===== config.mk =====
export PLATFORM = sky130hd
export DESIGN_NAME = fsm_trace_recorder
export DESIGN_NICKNAME = d
export VERILOG_FILES = /design/src/rtl/fsm_trace_recorder.sv
export SDC_FILE = /design/constraint.sdc
export NUM_CORES = 1
export LEC_CHECK = 0
export CORE_AREA = 2 2 229 231
export CTS_CLUSTER_SIZE = 12
export DETAILED_ROUTE_END_ITERATION = 10
export DIE_AREA = 0 0 231 233
export GPL_TIMING_DRIVEN = 0
export PLACE_DENSITY = 0.58
export REMOVE_ABC_BUFFERS = 1
export SYNTH_ARGS = -nofsm -noshare
export SYNTH_HDL_FRONTEND = slang
export SYNTH_SLANG_ARGS = --single-unit

===== constraint.sdc =====
create_clock -name aclk -period 4.76 [get_ports aclk]
set_input_delay 0.476 -clock aclk [delete_from_list [all_inputs] [get_ports aclk]]
set_output_delay 0.476 -clock aclk [all_outputs]
set_load 0.005 [all_outputs]

===== src/rtl/fsm_trace_recorder.sv =====
// Records state changes of NB_CH observed FSM buses as {ts, ch, prev, next}
// entries in a first-word-fall-through FIFO drained over valid/ready.
module fsm_trace_recorder #(
   parameter           NAME    = "fsm_trace",
   parameter int       NB_CH   = 2,
   parameter int       STATE_W = 4,
   parameter int       DEPTH   = 16,
   parameter int       TS_W    = 16,
   localparam int      CH_W    = (NB_CH > 1) ? $clog2(NB_CH) : 1,
   localparam int      REC_W   = TS_W + CH_W + 2*STATE_W,
   localparam int      CNT_W   = $clog2(DEPTH) + 1
) (
   input  logic                     aclk,
   input  logic                     areset,
   input  logic                     enable,
   input  logic                     clear,
   input  logic [NB_CH*STATE_W-1:0] state_in,
   output logic                     trc_valid,
   input  logic                     trc_ready,
   output logic [REC_W-1:0]         trc_data,
   output logic [CNT_W-1:0]         trc_count,
   output logic                     overflow,
   output logic [15:0]              drop_cnt
);

   localparam int AW = $clog2(DEPTH);
   localparam int PW = TS_W + 2*STATE_W;

   if (NB_CH < 1 || DEPTH < 2 || (DEPTH & (DEPTH - 1)) != 0 || $bits(NAME) == 0) begin : g_param_check
      $error("fsm_trace_recorder: illegal parameter set");
   end

   logic [TS_W-1:0]          ts_q;
   logic                     armed_q;
   logic [NB_CH*STATE_W-1:0] prev_q;
   logic [NB_CH-1:0]         pend_vld_q, pend_vld_d;
   logic [PW-1:0]            pend_q [NB_CH];
   logic [PW-1:0]            pend_d [NB_CH];
   logic [REC_W-1:0]         mem_q  [DEPTH];
   logic [AW:0]              wr_ptr_q, rd_ptr_q;
   logic                     overflow_q, overflow_d;
   logic [15:0]              drop_cnt_q, drop_cnt_d;

   logic                     empty, full, pop, push, win_vld, grant_c;
   logic [CH_W-1:0]          win_ch;
   logic [PW-1:0]            win_pend;
   logic [REC_W-1:0]         push_rec;
   logic [NB_CH-1:0]         evt;
   logic [15:0]              drop_inc;
   logic [16:0]              drop_sum;

   assign empty = (wr_ptr_q == rd_ptr_q);
   assign full  = (wr_ptr_q[AW] != rd_ptr_q[AW]) && (wr_ptr_q[AW-1:0] == rd_ptr_q[AW-1:0]);
   assign pop   = !empty && trc_ready;

   // Fixed priority: the lowest-index pending channel wins the single write slot.
   always_comb begin
      win_vld = 1'b0;
      win_ch  = '0;
      for (int c = NB_CH - 1; c >= 0; c--) begin
         if (pend_vld_q[c]) begin
            win_vld = 1'b1;
            win_ch  = CH_W'(c);
         end
      end
   end

   assign push     = win_vld && (!full || pop);
   assign win_pend = pend_q[win_ch];
   assign push_rec = {win_pend[PW-1 -: TS_W], win_ch, win_pend[2*STATE_W-1:0]};

   always_comb begin
      for (int c = 0; c < NB_CH; c++) begin
         evt[c] = armed_q && enable &&
                  (state_in[c*STATE_W +: STATE_W] != prev_q[c*STATE_W +: STATE_W]);
      end
   end

   // A slot granted this edge is free again for a same-edge event.
   always_comb begin
      drop_inc   = '0;
      grant_c    = 1'b0;
      pend_vld_d = pend_vld_q;
      for (int c = 0; c < NB_CH; c++) begin
         pend_d[c] = pend_q[c];
         grant_c   = push && (win_ch == CH_W'(c));
         if (grant_c) pend_vld_d[c] = 1'b0;
         if (evt[c]) begin
            if (!pend_vld_d[c]) begin
               pend_vld_d[c] = 1'b1;
               pend_d[c]     = {ts_q, prev_q[c*STATE_W +: STATE_W], state_in[c*STATE_W +: STATE_W]};
            end else begin
               drop_inc = drop_inc + 16'd1;
            end
         end
      end
      overflow_d = overflow_q || (drop_inc != 16'd0);
      drop_sum   = {1'b0, drop_cnt_q} + {1'b0, drop_inc};
      drop_cnt_d = drop_sum[16] ? 16'hFFFF : drop_sum[15:0];
   end

   always_ff @(posedge aclk or posedge areset) begin
      if (areset) begin
         ts_q       <= '0;
         armed_q    <= 1'b0;
         prev_q     <= '0;
         pend_vld_q <= '0;
         for (int c = 0; c < NB_CH; c++) pend_q[c] <= '0;
         wr_ptr_q   <= '0;
         rd_ptr_q   <= '0;
         overflow_q <= 1'b0;
         drop_cnt_q <= '0;
      end else begin
         if (enable) begin
            ts_q    <= ts_q + 1'b1;
            armed_q <= 1'b1;
         end
         prev_q <= state_in;
         if (clear) begin
            wr_ptr_q   <= '0;
            rd_ptr_q   <= '0;
            pend_vld_q <= '0;
            overflow_q <= 1'b0;
            drop_cnt_q <= '0;
         end else begin
            if (push) wr_ptr_q <= wr_ptr_q + 1'b1;
            if (pop)  rd_ptr_q <= rd_ptr_q + 1'b1;
            pend_vld_q <= pend_vld_d;
            for (int c = 0; c < NB_CH; c++) pend_q[c] <= pend_d[c];
            overflow_q <= overflow_d;
            drop_cnt_q <= drop_cnt_d;
         end
      end
   end

   always_ff @(posedge aclk) begin
      if (push && !clear) mem_q[wr_ptr_q[AW-1:0]] <= push_rec;
   end

   assign trc_valid = !empty;
   assign trc_data  = empty ? '0 : mem_q[rd_ptr_q[AW-1:0]];
   assign trc_count = wr_ptr_q - rd_ptr_q;
   assign overflow  = overflow_q;
   assign drop_cnt  = drop_cnt_q;

endmodule


[Word-level counts from Yosys, hierarchy flattened]
Memory sizes are Yosys's and may differ from the RTL's.
Cells that the tools add are included.
Cells by class
  reductions and logical operators: 19
  add/sub/neg operators: 6
  $lt $le $gt $ge: 1
  bitwise logic cells: 5
  equal/unequal tests: 5
  mux-type cells: 25
Operator list (count)
  $mux 24: 3
  $mux 16: 4
  $add 16x1->16 const B: 2
  $mux 25: 1
  $mux 5: 4
  $add 16x16->17: 1
  $reduce_bool 16->1: 1
  $mux 1: 12
  $add 5x1->5 const B: 2
  $logic_and 1x1->1: 9
  $ne 4x4->1: 2
  $reduce_and 3->1: 2
  $eq 5x5->1: 1
  $sub 5x5->5: 1
  $eq 4x4->1: 1
  $not 1->1: 4
  $reduce_bool 2->1: 2
  $logic_not 1->1: 3
  $ge 2x2->1 const B: 1
  $logic_or 1x1->1: 2
  $mux 2: 1
  $not 1->2: 1
  $ne 1x1->1: 1
Storage, ports and cells
  flip-flop bits (word level): 102
  bits in writable memories: 400
  output and inout port bits: 48
  input bits: 13
  memories: 1
Memory list
  mem_q: depth 16, bits a word 25, rd ports 1, clocked after Yosys merged registers in 0, wr ports 1, line 39  | logic [REC_W-1:0] mem_q [DEPTH];

[Logic depth before layout (Yosys ltp)]
  depth in word-level cells: 15
  depth in mapped cells: 19

[Least setup slack after synthesis]
No wires, ideal clock.
  path type: reg2reg
  start: register rd_ptr_q[1]
  end: register drop_cnt_q[11], in the netlist drop_cnt[11]
  buffers on the path: 4
  slack: 0.764 ns
  arrival: 3.917 ns
  period minus slack after synthesis: 3.996 ns
  stages on the path, launching flop included: 18
  required time: 4.682 ns
  cell sequence: dfrtp_1 clkbuf_1 clkbuf_1 inv_1 ha_1 and4_1 buf_6 nand4_2 or3_1 nand2_1 ha_1 inv_1 fa_1 nand2b_1 nor4_2 nand3_1 buf_2 a21oi_1
On the way
  word-level cells in the longest chain between the ends: 15
Ends and longest elaborated chain
  from (decl): line 40  | logic [AW:0] wr_ptr_q, rd_ptr_q;
  from (signal assigned): line 127  | if (pop) rd_ptr_q <= rd_ptr_q + 1'b1;
  $eq 5x5->1 / $eq 4x4->1 (equally long branches): line 52, 53
  $logic_not 1->1 / $logic_and 1x1->1 (equally long branches): line 54, 53
  $logic_and 1x1->1 / $logic_not 1->1 (equally long branches): line 54, 68
  $logic_or 1x1->1 *: line 68  | assign push = win_vld && (!full || pop);
  $logic_and 1x1->1 *: line 68
  $logic_and 1x1->1: line 86  | grant_c = push && (win_ch == CH_W'(c));
  $mux 1: line 87  | if (grant_c) pend_vld_d[c] = 1'b0;
  $mux 1: line 89  | if (!pend_vld_d[c]) begin
  $mux 1: line 88  | if (evt[c]) begin
  $add 16x1->16: line 93  | drop_inc = drop_inc + 16'd1;
  $mux 16: line 89
  $mux 16 *: line 88
  $add 16x16->17 *: line 98  | drop_sum = {1'b0, drop_cnt_q} + {1'b0, drop_inc};
  $mux 16 *: line 99  | drop_cnt_d = drop_sum[16] ? 16'hFFFF : drop_sum[15:0];
  $mux 16 *: line 119  | if (clear) begin
  to (signal assigned): line 131  | drop_cnt_q <= drop_cnt_d;
  to (decl): line 42  | logic [15:0] drop_cnt_q, drop_cnt_d;
Mark *: on every way between the ends. The rest lies on a longest branch, timed or not.
A chain may end at the register's enable or synchronous reset.

[Worst setup path after layout]
  start: register rd_ptr_q[1]
  end: register drop_cnt_q[1], in the netlist drop_cnt[1]
Same word-level chain as after synthesis.

==> results.yml <==
placement:
  dp_hpwl_mm: 24.79
  portBuffers: 60
  routabilityCongestion: 0.7302
power:
  total_leakage_power_nw: 8.409
  power_frac_seq_pct: 48.0
  vdd_ir_drop_max_mv: 0.2297
  p_int_mw: 8.222
  power_switching_mw: 2.678
  swShare_pct: 24.57
  p_comb_share_pct: 17.1
  p_per_area_nw_per_um2: 460.4
  pwr-share-clk_pct: 34.9
min_path:
  hold_path_class: "in2async"
worst_setup_path:
  critical_path.max_fanout: 25
  path_class: "reg2reg"
  timing.critical_path.slowest_stage_cell: "dfrtp_4"
  cell_chain_critical_path: "inv_1 > ha_1 > and4_1 > nand4_2 > or3_1 > nand2_1 > ha_1 > inv_1 > fa_1 > nand2b_1 > nor4_4 > nand3_2 > a21oi_1"
  timing.critical_path.from_type: "register"
  critical_path_buf_inv_count: 2
  crit_arrival_ps: 4730
  critPathCaptureType: "register"
  crit_path_max_incr_delay_ps: 750
  crit_family: "simple AND/OR/NAND/NOR gates"
  worstPathRequired_ps: 5250
timing:
  finClkSkew_ps: 13.95
  min_period_over_period_pct: 89.14
  max_freq_ghz: 0.2357
  max_slew_margin_pct: 12.97
  setup_viol: 0
  worst-slew-pin-transition_ps: 1301
  timing.final.crit_period_ps: 4243
  grt_setup_unrepaired: "false"
  timing_max_transition_violations_final: 0
  worst_hold_slack_ps: 333.9
  finalHoldViolCount: 0
floorplan:
  floorplan.initialDensity_pct: 39.71
  dieWidth_um: 231
  ios: 61
  die-area_um2: 53820
  placementRows: 83
  design.core.area_um2: 51090
  dieHeight_um: 233
route:
  wl_mm: 43.66
  avgViaCountPerCell: 5.301
  postRouteAntennaNets: 0
  drt-initial-drc-count: 680
  dr.pass1.iters: 5
  routed_wire_length_per_instance_um: 23.70
  detail_route.drc_violations: 0
  vias: 9764
clock_tree:
  worst_skew_pair.late_latency_ps: 590
  clk_pin_slew_ps: 60
  numClockSinks: 502
  cts_tree: "built"
  cts-htree-levels: 2
  inserted_clock_buffers: 52
  library_cell_used_as_clock_root_buffer: "clkbuf_16"
  cts_max_path_buffers: 3
layout:
  final_cell_mix: "400 x edfxtp_1, 100 x mux4_2, 100 x dfrtp_1"
  fin_util_pct: 46.34
  multi_input_area_um2: 5408
  area.sequential_um2: 14570
  layout_commonest_cell: "edfxtp_1"
  layout.nets: 1150
  final_layout_size_suffix_gt1_share_pct: 25.56
  insertedDiodeCount: 0
  synthToLayoutAreaGrowth_pct: 16.67
  fillerInstances: 4304
run:
  timing.max_cap.violations: 0
global_route:
  first_global_vias: 10340
  largest_net_degree_at_the_start_of_global_routing: 60
  antenna_violations_before_repair: 0
  grt_first_pass_wirelength_mm: 66.19
  grt_residual_overflow: 0
  groute.usage.overall_pct: 16.71
yosys:
  yosysUniqueCellTypes: 57
  async_flop_share_pct: 20.32
  postSynthCellCount: 1030
  synth_edf_count: 400
  synth.yosys.seq_area_share_pct: 71.77
  synth_ff_type: "edfxtp_1"
  synth.avg_cell_area_um2: 19.70
  postSynthRegisterBits: 502
  yosys_warnings: 0
  summed_instance_area_of_the_synthesized_netlist_um2: 20290
status:
  run_status: "completed"
## cell usage after synthesis (12+ instances only)
| library cell | n | share of area [%] |
|---|---|---|
| a21oi_1 | 19 | 0.47 |
| o22ai_1 | 25 | 0.77 |
| nand2_1 | 21 | 0.39 |
| mux4_2 | 100 | 11 |
| edfxtp_1 | 400 | 59 |
| clkbuf_1 | 23 | 0.43 |
| mux2i_1 | 51 | 2.5 |
| nor2_1 | 17 | 0.31 |
| mux2_4 | 40 | 3.0 |
| dfrtp_1 | 102 | 13 |
| and2_1 | 12 | 0.37 |
| xnor2_1 | 32 | 1.4 |
| inv_1 | 22 | 0.41 |
| ha_1 | 13 | 0.80 |
| mux2_2 | 26 | 1.4 |
## cell families (layout without fill, tap and decap cells)
family | after synthesis | in the layout | share of synthesized area, %
DFF | 502 | 502 | 71.77
muxes | 224 | 224 | 18.41
and+or+nand+nor | 106 | 106 | 2.910
buffers and inverters | 71 | 203 | 1.782
AOI/OAI and AO/OA | 69 | 69 | 2.238
xor gates and xnor gates | 43 | 43 | 1.893
adders and majority gates | 15 | 15 | 0.9989
## repair_timing
| action | CTS | global route |
|---|---|---|
| gates resized for setup | 1 | 1 |
| pin swaps | 0 | 0 |
| endpoints found under the hold margin | 0 | 0 |
| buffers inserted | 2 | 1 |
| setup endpoints to repair | 12 | 12 |
| hold buffers | 0 | 0 |
## state kept, by name, indices dropped and copies added, names as in the netlist
name and flops:
pend_q 48, overflow 1, pend_vld_q 2, mem_q 400
armed_q 1, wr_ptr_q 5, prev_q 8, rd_ptr_q 5
ts_q 16, drop_cnt 16
## worst register-to-register path: stages, from the launching register on
cell	delay (ps)
dfrtp_4	750
inv_1	100
ha_1	330
and4_1	340
nand4_2	180
or3_1	370
nand2_1	80
ha_1	170
inv_1	60
fa_1	430
nand2b_1	290
nor4_4	460
nand3_2	350
a21oi_1	240
## metrics by stage
stage               instances   TNS, ps  area, um2  total power, mW  setup slack [ps]
finish                   1842         0      23680            10.90             517.1
detailed placement       1745     -1914      22030            7.199            -176.4
CTS                      1841         0      23660            11.04             152.5
floorplan                 982   -853290      20020            6.538             -2466
global placement         1722  -2375160      21470            7.258             -5264
global route             1842         0      23680            11.35             177.0
## final cells by class
| class | count | area share [%] |
|---|---|---|
| clock buffer | 81 | 6.384 |
| clock inverter | 13 | 0.3118 |
| inverter | 23 | 0.3858 |
| multi-input combinational | 457 | 22.84 |
| sequential | 502 | 61.55 |
| tap | 680 | 3.594 |
| timing repair buffer | 86 | 4.936 |
## power by group through the flow
stage                     clock (mW)  combinational (mW)  sequential (mW)
final                           3.80                1.87             5.23
after global routing            4.07                2.03             5.25
after CTS                       3.90                1.88             5.27
after detailed placement           0                1.81             5.39
after global placement             0                1.72             5.54
after floorplan                    0                1.12             5.42
## path summary, 6_finish.rpt
check,cells after the start,start,slack [ps],to
max in group asynchronous,3,areset,3730,pend_q[37]
min reg2reg,1,armed_q,470,armed_q
min in group aclk,1,state_in[2],430,prev_q[2]
min,2,areset,330,drop_cnt[11]
max reg2reg,13,rd_ptr_q[1],520,drop_cnt[1]
max,13,rd_ptr_q[1],520,drop_cnt[1]
## metal layers
metal	track usage (%)	vias to the layer above	routed length (um)
li1	-	4324	-
met5	0	-	0
met4	4.980	0	947
met3	2.659	68	1577
met2	27.77	185	21440
met1	22.74	5187	19690
Note: power is estimated with default switching activity, not from simulation.
